[config.mk]
export PLATFORM = sky130hd
export DESIGN_NAME = ysyx_22041211_ifu
export DESIGN_NICKNAME = d
export VERILOG_FILES = /design/src/rtl/ysyx_22041211_ifu_pkg.sv /design/src/rtl/ysyx_22041211_ifu.sv
export SDC_FILE = /design/constraint.sdc
export NUM_CORES = 1
export LEC_CHECK = 0
export CAP_MARGIN = 20
export CORE_MARGIN = 2
export CORE_UTILIZATION = 41
export CTS_BUF_LIST = sky130_fd_sc_hd__clkbuf_8
export CTS_CLUSTER_SIZE = 40
export DETAILED_ROUTE_END_ITERATION = 8
export GPL_TIMING_DRIVEN = 0
export PLACE_DENSITY_LB_ADDON = 0.1
export SKIP_CTS_REPAIR_TIMING = 1
export SLEW_MARGIN = 10
export SYNTH_ARGS = -nofsm -noshare
export SYNTH_HDL_FRONTEND = slang
export SYNTH_SLANG_ARGS = --single-unit
[constraint.sdc]
create_clock -name clk -period 2.41 [get_ports clk]
set_clock_uncertainty 0.1 [all_clocks]
set_input_delay 0.3615 -clock clk [delete_from_list [all_inputs] [get_ports clk]]
set_output_delay 0.3615 -clock clk [all_outputs]
set_load 0.005 [all_outputs]
[src/rtl/ysyx_22041211_ifu_pkg.sv]
// Shared types and constants for the ysyx_22041211 instruction fetch unit:
// FSM encodings, default reset PC, the canonical NOP and small address helpers.
package ysyx_22041211_ifu_pkg;

   typedef enum logic [1:0] {
      IFU_S_REQ   = 2'd0,
      IFU_S_WAIT  = 2'd1,
      IFU_S_HOLD  = 2'd2,
      IFU_S_FAULT = 2'd3
   } ifu_state_e;

   localparam logic [31:0] RESET_PC_DEFAULT = 32'h8000_0000;
   // addi x0, x0, 0; shown in place of bubbles by simulation tooling
   localparam logic [31:0] INST_NOP = 32'h0000_0013;

   function automatic logic is_misaligned(input logic [31:0] addr);
      return addr[1:0] != 2'b00;
   endfunction

   // Jump wins over a taken branch when the decoder asserts both.
   function automatic logic [31:0] select_next_pc(
      input logic [31:0] pc,
      input logic        jmp_flag,
      input logic [31:0] jmp_target,
      input logic        branch_taken,
      input logic [31:0] branch_target
   );
      if (jmp_flag)
         return jmp_target;
      else if (branch_taken)
         return branch_target;
      else
         return pc + 32'd4;
   endfunction

endpackage

[src/rtl/ysyx_22041211_ifu.sv]
// Instruction fetch unit: owns the PC, issues one outstanding fetch at a time and
// holds {inst, pc} for the decoder until accepted; faults are sticky until reset.
module ysyx_22041211_ifu
   import ysyx_22041211_ifu_pkg::*;
#(
   parameter logic [31:0] RESET_PC = RESET_PC_DEFAULT
) (
   input  logic        clk,
   input  logic        rst,
   output logic        imem_req_valid_o,
   output logic [31:0] imem_req_addr_o,
   input  logic        imem_req_ready_i,
   input  logic        imem_resp_valid_i,
   input  logic [31:0] imem_resp_data_i,
   input  logic        imem_resp_err_i,
   output logic [31:0] inst_o,
   output logic [31:0] pc_o,
   output logic        inst_valid_o,
   input  logic        inst_ready_i,
   input  logic        jmp_flag_i,
   input  logic [31:0] jmp_target_i,
   input  logic        branch_taken_i,
   input  logic [31:0] branch_target_i,
   output logic        fault_o,
   output logic [31:0] fault_pc_o,
   output logic [31:0] fetch_cnt_o
);

   ifu_state_e  state_q;
   logic [31:0] pc_q;
   logic [31:0] inst_q;
   logic [31:0] fault_pc_q;
   logic [31:0] fetch_cnt_q;
   logic [31:0] next_pc_d;

   always_comb begin
      next_pc_d = select_next_pc(pc_q, jmp_flag_i, jmp_target_i,
                                 branch_taken_i, branch_target_i);
   end

   always_ff @(posedge clk) begin
      if (rst) begin
         state_q     <= IFU_S_REQ;
         pc_q        <= RESET_PC;
         inst_q      <= 32'd0;
         fault_pc_q  <= 32'd0;
         fetch_cnt_q <= 32'd0;
      end else begin
         case (state_q)
            IFU_S_REQ: begin
               if (imem_req_ready_i)
                  state_q <= IFU_S_WAIT;
            end
            IFU_S_WAIT: begin
               if (imem_resp_valid_i) begin
                  if (imem_resp_err_i) begin
                     fault_pc_q <= pc_q;
                     state_q    <= IFU_S_FAULT;
                  end else begin
                     inst_q  <= imem_resp_data_i;
                     state_q <= IFU_S_HOLD;
                  end
               end
            end
            IFU_S_HOLD: begin
               if (inst_ready_i) begin
                  fetch_cnt_q <= fetch_cnt_q + 32'd1;
                  // A misaligned target leaves pc_q pointing at the accepted instruction.
                  if (is_misaligned(next_pc_d)) begin
                     fault_pc_q <= next_pc_d;
                     state_q    <= IFU_S_FAULT;
                  end else begin
                     pc_q    <= next_pc_d;
                     state_q <= IFU_S_REQ;
                  end
               end
            end
            IFU_S_FAULT: begin
               state_q <= IFU_S_FAULT;
            end
            default: begin
               state_q <= IFU_S_FAULT;
            end
         endcase
      end
   end

   assign imem_req_valid_o = (state_q == IFU_S_REQ);
   assign imem_req_addr_o  = pc_q;
   assign inst_valid_o     = (state_q == IFU_S_HOLD);
   assign fault_o          = (state_q == IFU_S_FAULT);
   assign inst_o           = inst_q;
   assign pc_o             = pc_q;
   assign fault_pc_o       = fault_pc_q;
   assign fetch_cnt_o      = fetch_cnt_q;

endmodule

==> flow_summary.yaml <==
floorplan:
  die_height_um: 131
  num_rows: 46
  ioPinCount: 267
  dieArea_sq_mm: 0.0172
  core-area_sq_mm: 0.0159
  start_util_pct: 41.8
  die_w_um: 131
yosys:
  postSynthCellCount: 852
  synthTopCellsByCount: "130 x dfxtp_1, 122 x nand2_1, 98 x nor2_1"
  synth-seq-area-share_pct: 39.2
  avgSynthCellArea_sq_um: 7.79
  synth-async-reset-ratio_pct: 0
  ys.flop_type: "dfxtp_1"
  yosysMostFrequentCell: "dfxtp_1"
  syn-num-nets: 958
  synth.area.top_cells: "dfxtp_1 39%, nand2_1 6.9%, nor2_1 5.5%"
  synth_cell_type_count: 63
  yosysTopAreaCellShare_pct: 39.2
  synth_edf_count: 0
  synth-seq-cells: 130
  synth_top_area_cell: "dfxtp_1"
  yosys_warnings: 0
  synth_area_sq_mm: 0.00664
worst_setup_path:
  end_kind: "flip-flop"
  path_class: "flip-flop to flip-flop"
  crit_path_start_kind: "flip-flop"
  reg2regPathDepth: 8
  crit_end: "fault_pc_o[27]"
  startpoint: "imem_req_addr_o[9]"
  worstPathRequired_ns: 2.63
  worstReg2RegEnd: "fault_pc_o[27]"
  r2r_slack_ns: -0.02
  critPathMaxFanout: 8
  crit_arrival_ns: 2.65
  reg2reg_from: "imem_req_addr_o[9]"
final_layout:
  design_area_sq_mm: 0.0104
  instances_no_fill: 1381
  nets: 1258
  antenna_cells_inserted: 0
  final_util_pct: 65.4
  drive_above_1_share_pct: 14.2
  syn_to_final_growth_pct: 56.4
  fillers: 1370
  seqCellArea_sq_mm: 0.00264
  multi_input_area_sq_mm: 0.00371
cts:
  cts.sinks: 130
  clkTransAtPathRegs_ns: 0.08
  htreeDepth: 4
  cts.path.max_buffers: 2
  cts_tree: "yes"
  clk_latency_ns: 0.46
  cts_buffers: 17
  root_buffer: "clkbuf_8"
sta:
  maxSlewHeadroom_pct: 47.3
  timing.fmax_mhz: 412
  final.period_utilization_pct: 101
  worst_pin_slew_ns: 0.791
  rsz0062_at_grt: "yes"
  finalMaxSlewViolations: 0
  worst_slack_ns: -0.0198
  finalHoldViolCount: 0
  finalSetupViolations: 1
  finalCriticalPeriod_ns: 2.43
drt:
  drc: 0
  drtIter0Drc: 876
  viasPerCell: 5.54
  ant_nets: 0
  post_drt_wl_per_cell_um: 18.7
  wirelength_um: 25900
  num_vias: 7655
  drtPass1Iterations: 6
global_routing:
  gr-total-overflow: 0
  grt_max_degree: 17
  grt_antenna_before_repair: 1
  grt_pass1_wl_um: 38300
  grt_pass1_vias: 6984
  grt_use_total_pct: 28.1
min_path:
  worstHoldPathType: "input port to flip-flop"
status:
  violations: "negative setup slack"
  status: "finished with violations"
power:
  power_density_mw_per_mm2: 459
  finalPower_mw: 4.77
  p_leak_nw: 3.71
  peakVddDrop_uv: 446
placed_design:
  placedCellCount: 1333
  placed_area_sq_mm: 0.00957
  hpwl_um: 18400
  port_buffers: 265
  gp_congestion: 0.958
job:
  max_cap_violations: 0
## worst min path at each step
| stage | slack [ns] | cells past startpoint | to | from |
|---|---|---|---|---|
| 3_3_place_gp | 0.34 | 2 | inst_o[11] | inst_o[11] |
| 3_5_place_dp | 0.35 | 2 | inst_o[18] | inst_o[18] |
| 6_report | 0.34 | 3 | inst_o[24] | imem_resp_data_i[24] |
| 5_1_grt | 0.34 | 3 | inst_o[15] | imem_resp_data_i[15] |
| 2_1_floorplan | 0.35 | 2 | fault_pc_o[16] | fault_pc_o[16] |
| 4_1_cts | 0.32 | 3 | inst_o[19] | imem_resp_data_i[19] |
## worst max-delay path: stages, from the launching register on
cell	delay, ns
dfxtp_2	0.34
buf_6	0.13
nand4_1	0.18
or4_4	0.52
buf_12	0.17
o41ai_1	0.31
nand3_1	0.17
o21ai_1	0.28
a21oi_1	0.10
## flip-flops by register name, indices dropped and copies added, names as in the netlist
register,flops
fault_pc_o,32
fetch_cnt_o,32
imem_req_addr_o,32
inst_o,32
state_q,2
## layer usage
layer	vias up	share of wire, %	global-route usage, %
met2	463	45	44.5
li1	3600	-	-
met5	-	0.050	0
met4	2	3.1	10.3
met1	3505	41	35.4
met3	85	11	9.99
## area by class of cell
type,instances,share of cell area [%]
Clock buffer,19,2.52
Inverter,14,0.542
Clock inverter,13,1.10
Tap cell,216,2.60
Multi-Input combinational cell,619,35.7
Timing Repair Buffer,283,27.0
Buffer,87,5.06
Sequential cell,130,25.4
## cell families after synthesis
| group | after synthesis | synth area share (%) |
|---|---|---|
| simple gates | 366 | 26.5 |
| compound gates | 204 | 19.7 |
| flops | 130 | 39.2 |
| buf+inv | 103 | 7.84 |
| xor+xnor | 39 | 5.14 |
| mux | 8 | 1.24 |
| fa+ha+maj | 2 | 0.377 |
## stage by stage
step / TNS, ns / setup WS [ns] / hold WS [ns]
2_1_floorplan: 0 / 0.0306 / 0.348
3_3_place_gp: -50.82 / -1.07 / 0.340
3_5_place_dp: -54.51 / -1.12 / 0.346
4_1_cts: -20.91 / -0.618 / 0.322
5_1_grt: -0.421 / -0.130 / 0.341
6_report: -0.0198 / -0.0198 / 0.340
## report_power, final
part	leakage [nW]	internal (mW)	total [mW]	switching, mW
registers	1.06	2.19	2.23	0.0417
logic	2.47	0.369	0.736	0.367
clock network	0.179	0.864	1.80	0.938
total	3.71	3.42	4.77	1.35
## cell usage in the layout, fill, tap and decap left out, types with 7 or more instances in the layout
master / Yosys / layout
clkdlybuf4s50_1: 0 / 265
a211oi_1: 21 / 21
xnor2_1: 16 / 16
nand4_1: 9 / 9
xor2_1: 23 / 22
dfxtp_2: 0 / 20
nor2_1: 98 / 97
o21ai_1: 11 / 12
buf_4: 32 / 51
clkbuf_8: 0 / 19
and4_1: 12 / 12
nand3_1: 31 / 28
o211ai_1: 8 / 8
nand2_1: 122 / 122
clkbuf_1: 49 / 31
and3_1: 14 / 12
dfxtp_1: 130 / 107
nor3_1: 34 / 31
a22o_1: 8 / 8
clkbuf_2: 0 / 11
inv_1: 12 / 14
or3_1: 11 / 9
o21ai_0: 27 / 25
clkinvlp_4: 0 / 7
a31oi_1: 7 / 7
a21oi_1: 73 / 72
Note: power is estimated with default switching activity, not from simulation.
